File: src/rtl/buzzer_pkg.sv
// Shared state encoding and elaboration-time timing helpers for the buzzer tone generator.
package buzzer_pkg;

  typedef enum logic [1:0] {
    BUZZ_IDLE,
    BUZZ_TONE,
    BUZZ_DRAIN
  } buzz_state_t;

  // Clocks per half period of the tone; integer division truncates.
  function automatic int half_period(input int clk_hz, input int tone_hz);
    return clk_hz / (2 * tone_hz);
  endfunction

  // Counter width able to hold 0..n-1, never narrower than one bit.
  function automatic int cnt_width(input int n);
    return (n > 1) ? $clog2(n) : 1;
  endfunction

endpackage

File: src/rtl/buzzer_cadence_gen.sv
// On/off cadence window counter; pass_o is the pass/force-low decision for the cycle after the next edge.
// Only instantiated when BUZZER_BEEP_PATTERN_EN is defined; no backpressure, runs every clock while run_i.
module buzzer_cadence_gen
  import buzzer_pkg::*;
#(
  parameter int ON_CYCLES  = 5_000_000,
  parameter int OFF_CYCLES = 5_000_000
) (
  input  logic clk,
  input  logic rst,
  input  logic start_i,
  input  logic run_i,
  output logic pass_o
);

  localparam int TOTAL = ON_CYCLES + OFF_CYCLES;
  localparam int CW    = cnt_width(TOTAL);
  localparam logic [CW-1:0] LAST   = CW'(TOTAL - 1);
  localparam logic [CW-1:0] ON_END = CW'(ON_CYCLES);

  logic [CW-1:0] cnt_q, cnt_d;

  // A start or an idle tone parks the window at the beginning of ON.
  always_comb begin
    cnt_d = '0;
    if (run_i && !start_i && (cnt_q != LAST)) begin
      cnt_d = cnt_q + 1'b1;
    end
  end

  assign pass_o = (cnt_d < ON_END);

  always_ff @(posedge clk) begin
    if (rst) begin
      cnt_q <= '0;
    end else begin
      cnt_q <= cnt_d;
    end
  end

endmodule

File: src/rtl/buzzer_tone_generator.sv
// Square-wave piezo driver with minimum tone length and clean period-aligned stop; 1-cycle request latency.
// Optional on/off cadence gating under BUZZER_BEEP_PATTERN_EN; level inputs, no backpressure.
module buzzer_tone_generator
  import buzzer_pkg::*;
#(
  parameter int CLK_FREQ_HZ     = 50_000_000,
  parameter int TONE_FREQ_HZ    = 2_000,
  parameter int MIN_PERIODS     = 4,
  parameter int BEEP_ON_CYCLES  = 5_000_000,
  parameter int BEEP_OFF_CYCLES = 5_000_000
) (
  input  logic clk,
  input  logic rst,
  input  logic ctrl_en,
  input  logic ctrl_buzz,
  output logic buzzer_out,
  output logic active
);

  localparam int HALF = half_period(CLK_FREQ_HZ, TONE_FREQ_HZ);
  localparam int HCW  = cnt_width(HALF);
  localparam int PCW  = cnt_width(MIN_PERIODS + 1);
  localparam logic [HCW-1:0] HALF_LAST = HCW'(HALF - 1);
  localparam logic [PCW-1:0] PER_MIN   = PCW'(MIN_PERIODS);

  if ((HALF < 1) || (MIN_PERIODS < 1) || (BEEP_ON_CYCLES < 1) || (BEEP_OFF_CYCLES < 1)) begin : g_bad_cfg
    $error("buzzer_tone_generator: HALF, MIN_PERIODS and cadence windows must all be >= 1");
  end

  buzz_state_t    state_q, state_d;
  logic           wave_q, wave_d;
  logic [HCW-1:0] half_cnt_q, half_cnt_d;
  logic [PCW-1:0] period_cnt_q, period_cnt_d;
  logic           out_q, active_q;
  logic           req, wrap, gate_d;

  assign req  = ctrl_en && ctrl_buzz;
  assign wrap = (half_cnt_q == HALF_LAST);

  always_comb begin
    state_d      = state_q;
    wave_d       = wave_q;
    half_cnt_d   = half_cnt_q;
    period_cnt_d = period_cnt_q;
    case (state_q)
      BUZZ_IDLE: begin
        if (req) begin
          state_d = BUZZ_TONE;
          wave_d  = 1'b1;
        end
      end
      BUZZ_TONE, BUZZ_DRAIN: begin
        if (wrap) begin
          half_cnt_d = '0;
          wave_d     = !wave_q;
          if (wave_q && (period_cnt_q != PER_MIN)) begin
            period_cnt_d = period_cnt_q + 1'b1;
          end
        end else begin
          half_cnt_d = half_cnt_q + 1'b1;
        end
        // A release that lands on a half wrap stops right there: a 1->0 wrap closes the last
        // period, and a 0->1 wrap must not start a fresh high half.
        if (req) begin
          state_d = BUZZ_TONE;
        end else if ((state_q == BUZZ_DRAIN) || (period_cnt_d >= PER_MIN)) begin
          state_d = wrap ? BUZZ_IDLE : BUZZ_DRAIN;
        end
      end
      default: state_d = BUZZ_IDLE;
    endcase
    if (!ctrl_en) begin
      state_d = BUZZ_IDLE;
    end
    if (state_d == BUZZ_IDLE) begin
      wave_d       = 1'b0;
      half_cnt_d   = '0;
      period_cnt_d = '0;
    end
  end

`ifdef BUZZER_BEEP_PATTERN_EN
  buzzer_cadence_gen #(
    .ON_CYCLES  (BEEP_ON_CYCLES),
    .OFF_CYCLES (BEEP_OFF_CYCLES)
  ) u_cadence (
    .clk     (clk),
    .rst     (rst),
    .start_i ((state_q == BUZZ_IDLE) && (state_d == BUZZ_TONE)),
    .run_i   (state_d != BUZZ_IDLE),
    .pass_o  (gate_d)
  );
`else
  assign gate_d = 1'b1;
`endif

  always_ff @(posedge clk) begin
    if (rst) begin
      state_q      <= BUZZ_IDLE;
      wave_q       <= 1'b0;
      half_cnt_q   <= '0;
      period_cnt_q <= '0;
      out_q        <= 1'b0;
      active_q     <= 1'b0;
    end else begin
      state_q      <= state_d;
      wave_q       <= wave_d;
      half_cnt_q   <= half_cnt_d;
      period_cnt_q <= period_cnt_d;
      out_q        <= wave_d && gate_d;
      active_q     <= (state_d != BUZZ_IDLE);
    end
  end

  assign buzzer_out = out_q;
  assign active     = active_q;

endmodule

File: config.mk
export PLATFORM = sky130hd
export DESIGN_NAME = buzzer_tone_generator
export DESIGN_NICKNAME = d
export VERILOG_FILES = /design/src/rtl/buzzer_pkg.sv /design/src/rtl/buzzer_cadence_gen.sv /design/src/rtl/buzzer_tone_generator.sv
export SDC_FILE = /design/constraint.sdc
export NUM_CORES = 1
export LEC_CHECK = 0
export ABC_AREA = 1
export CAP_MARGIN = 40
export CELL_PAD_IN_SITES_DETAIL_PLACEMENT = 1
export CELL_PAD_IN_SITES_GLOBAL_PLACEMENT = 1
export CORE_MARGIN = 2
export CORE_UTILIZATION = 36
export DETAILED_ROUTE_END_ITERATION = 7
export PLACE_DENSITY_LB_ADDON = 0.15
export SYNTH_ARGS = -nofsm -noshare
export SYNTH_HDL_FRONTEND = slang
export SYNTH_HIERARCHICAL = 1
export SYNTH_SLANG_ARGS = --single-unit
export TNS_END_PERCENT = 50
File: constraint.sdc
create_clock -name clk -period 1.7 [get_ports clk]
set_input_delay 0.255 -clock clk [delete_from_list [all_inputs] [get_ports clk]]
set_output_delay 0.255 -clock clk [all_outputs]
set_load 0.03 [all_outputs]
==> run_results.csv <==
group,metric,value,unit
floorplan,die_h,65.66,um
finish,fin_area,1926,um^2
pwr,clock_power_share,37.4,%
cts,htree_levels,1,
placement,dpl_cell_area,1619,um^2
synthesis,synth_top_flop_cell,"dfxtp_1",
cts,cts_tree,"yes",
synthesis,ys_ff_latch,21,
grt,grt_pass1_wl,6.541,mm
timing,fmax,574.4,MHz
synthesis,synth.avg_cell_area,7.092,um^2
routing,ant_nets,0,
cts,insertion_delay,0.26,ns
grt,grt_antenna_before_repair,0,
pwr,p_seq_share,53.6,%
finish,layout.cells.non_filler,272,
critical_path,worstPathMaxFanout,5,
timing,period_share,102.4,%
routing,post-route-drc-count,0,
grt,grt.total_usage,19.69,%
pwr,p_total,0.0009210,W
pwr,p_comb_share,9.0,%
timing,period_minus_slack,1.741,ns
synthesis,netlist-cell-type-count,26,
timing,maxSlewViolCount,0,
synthesis,yosysTopAreaCell,"dfxtp_1",
grt,gr-total-overflow,0,
timing,setup_violations,11,
critical_path,max_stage_delay,0.37,ns
timing,rsz0062_at_grt,"true",
run_status,violations,"setup timing",
synthesis,netlist_area,1369,um^2
routing,routed_via_density,5.191,
job,drv_cap,0,
critical_path,crit_slowest_cell,"dfxtp_2",
critical_path,path_class,"flop to flop",
timing,relSlewSlack,75.27,%
synthesis,synth_area_leaders,"dfxtp_1, a21oi_2, nand2_1, inv_1, ha_1",
pwr,powerDensity,478.3,nW/um^2
cts,cts.clk_slew.worst_paths,0.08,ns
timing,fin_ws,-0.04093,ns
critical_path,start_kind,"flop",
synthesis,ys_seq_area_share,30.71,%
cts,root_buffer,"clkbuf_8",
run_status,run_status,"finished with violations",
synthesis,yosysMostFrequentCell,"nand2_1",
critical_path,required,1.90,ns
floorplan,dieArea,4311,um^2
synthesis,synth_top_area_share,30.71,%
finish,num-fill-cells,440,
synthesis,syn_inst,193,
routing,totalWireLength,4.578,mm
pwr,ir_drop,378.3,uV
synthesis,synth_edf_count,0,
grt,grt_max_degree,21,
floorplan,die_x,65.66,um
synthesis,ys_warn_count,6,
timing,clock_skew,0.001926,ns
timing,hold_viol,0,
cts,clk_path_buf_depth,2,
routing,drtIter0Drc,75,
finish,diodes,0,
synthesis,synth_fp_nets,203,
placement,io_buffers,5,
placement,place_congestion,0.8612,
floorplan,io_pins,6,
pwr,p_sw_share,24.19,%
timing,worst_pin_slew,0.3681,ns
placement,dp.cells,260,
pwr,leakage,0.7065,nW
finish,nNetsFinal,235,
floorplan,coreArea,3661,um^2
placement,dp.final_hpwl,2.980,mm
critical_path,crit_chain,"inv_2 -> ha_4 -> inv_2 -> nand2_2 -> nor2_2 -> nor2_2 -> o21ai_1 -> nand2_1 -> nand2_2 -> nand3_4 -> clkbuf_16 -> a21oi_2",
critical_path,crit_arrival,1.94,ns
grt,grt_pass1_vias,1420,
routing,dr_total_vias,1412,
synthesis,synth-async-reset-ratio,0,%
synthesis,ys_top_cells_by_count,"nand2_1, inv_1, dfxtp_1, a21oi_2, nor2_1",
floorplan,rows,22,
routing,detail_route.wl_per_cell,16.83,um
finish,final_layout_size_suffix_gt1_share,43.30,%
pwr,netSwitchingPower,0.0002227,W
floorplan,initial_core_util,37.39,%
cts,cts_num_sinks,21,
finish,syn_to_final_growth,40.68,%
critical_path,critPathCaptureType,"flop",
cts,cts_buffers,3,
routing,first_pass_iters,4,
min_path,hold_class,"flop to flop",
pwr,power.internal,0.0006982,W
[stage by stage]
step	setup WS (ns)	hold slack (ns)	TNS [ns]	util (%)
2_1_floorplan	0.01462	0.5353	0	-
3_3_place_gp	-0.01908	0.5503	-0.01908	44.22
3_5_place_dp	-0.08110	0.5766	-1.229	44.22
4_1_cts	0.0006068	0.5590	0	46.89
5_1_grt	-0.1165	0.5981	-1.571	52.60
6_report	-0.04093	0.5646	-0.2233	52.60
[power by group through the flow]
| stage | Sequential (W) | Combinational (W) | Clock, W |
|---|---|---|---|
| after global routing | 0.000494 | 0.0000887 | 0.000376 |
| after floorplan | 0.000509 | 0.0000290 | 0 |
| final | 0.000493 | 0.0000828 | 0.000345 |
| after detailed placement | 0.000507 | 0.0000609 | 0 |
| after global placement | 0.000506 | 0.0000585 | 0 |
| after CTS | 0.000495 | 0.0000643 | 0.000349 |
[cells by family after synthesis]
family | share of synthesized area [%]
xor+xnor | 1.280
simple gates | 30.26
fa+ha+maj | 5.484
buf+inv | 11.70
compound gates | 20.57
flops | 30.71
[critical path, delay by kind of cell, from the launching register on]
kind,cells,cell delay (ns)
buf+inv,3,0.32
compound gates,2,0.26
simple gates,6,0.57
flops,1,0.37
fa+ha+maj,1,0.15
[final cells by class]
class,count,area (um^2),area share [%]
well taps,48,60.06,3.119
multi-input cells,136,913.4,47.43
clock buffers,4,45.04,2.339
flip-flops and latches,21,434.2,22.55
inverters,30,115.1,5.978
repair buffers,33,357.8,18.58
[state kept, by name, summed over array words and instances, names as in the netlist, named ones only]
register,cells
active,1
period_cnt_q,2
buzzer_out,1
half_cnt_q,14
state_q,2
[layout by cell type, fill, tap and decap left out, types with 4 or more instances in the layout]
cell and instances:
o21ai_1 4, nand2_1 33, o21ai_0 10, nand4_1 7, inv_2 9, nor3_1 5, clkdlybuf4s50_1 5, nand2_2 7
nor2_1 10, nor2_2 8, nor2_4 4, buf_4 20, a21oi_2 17, dfxtp_1 12, nand3_1 7, dfxtp_2 8
inv_1 20
[final timing paths]
kind / cells after the start / slack (ns) / startpoint / endpoint
worst max register to register: 12 / -0.04 / flop / half_cnt_q[12]
worst max-delay path: 12 / -0.04 / flop / half_cnt_q[12]
worst min register to register: 2 / 0.56 / flop / flop
worst min-delay path: 2 / 0.56 / flop / flop
[repair_timing]
item,4_1_cts,5_1_grt
setup endpoints to repair,21,21
pin swaps,3,34
buffers inserted,2,2
hold buffers,0,0
gates cloned,0,4
gates resized for setup,11,34
[layer usage]
layer | track usage (%) | vias to the layer above | wire length [um]
met1 | 25.76 | 693 | 1971
met5 | 0 | - | 0
met4 | 5.469 | 0 | 74
met2 | 33.08 | 18 | 2380
met3 | 3.425 | 6 | 150
li1 | - | 695 | -
Power figures use the tool's default switching activity.
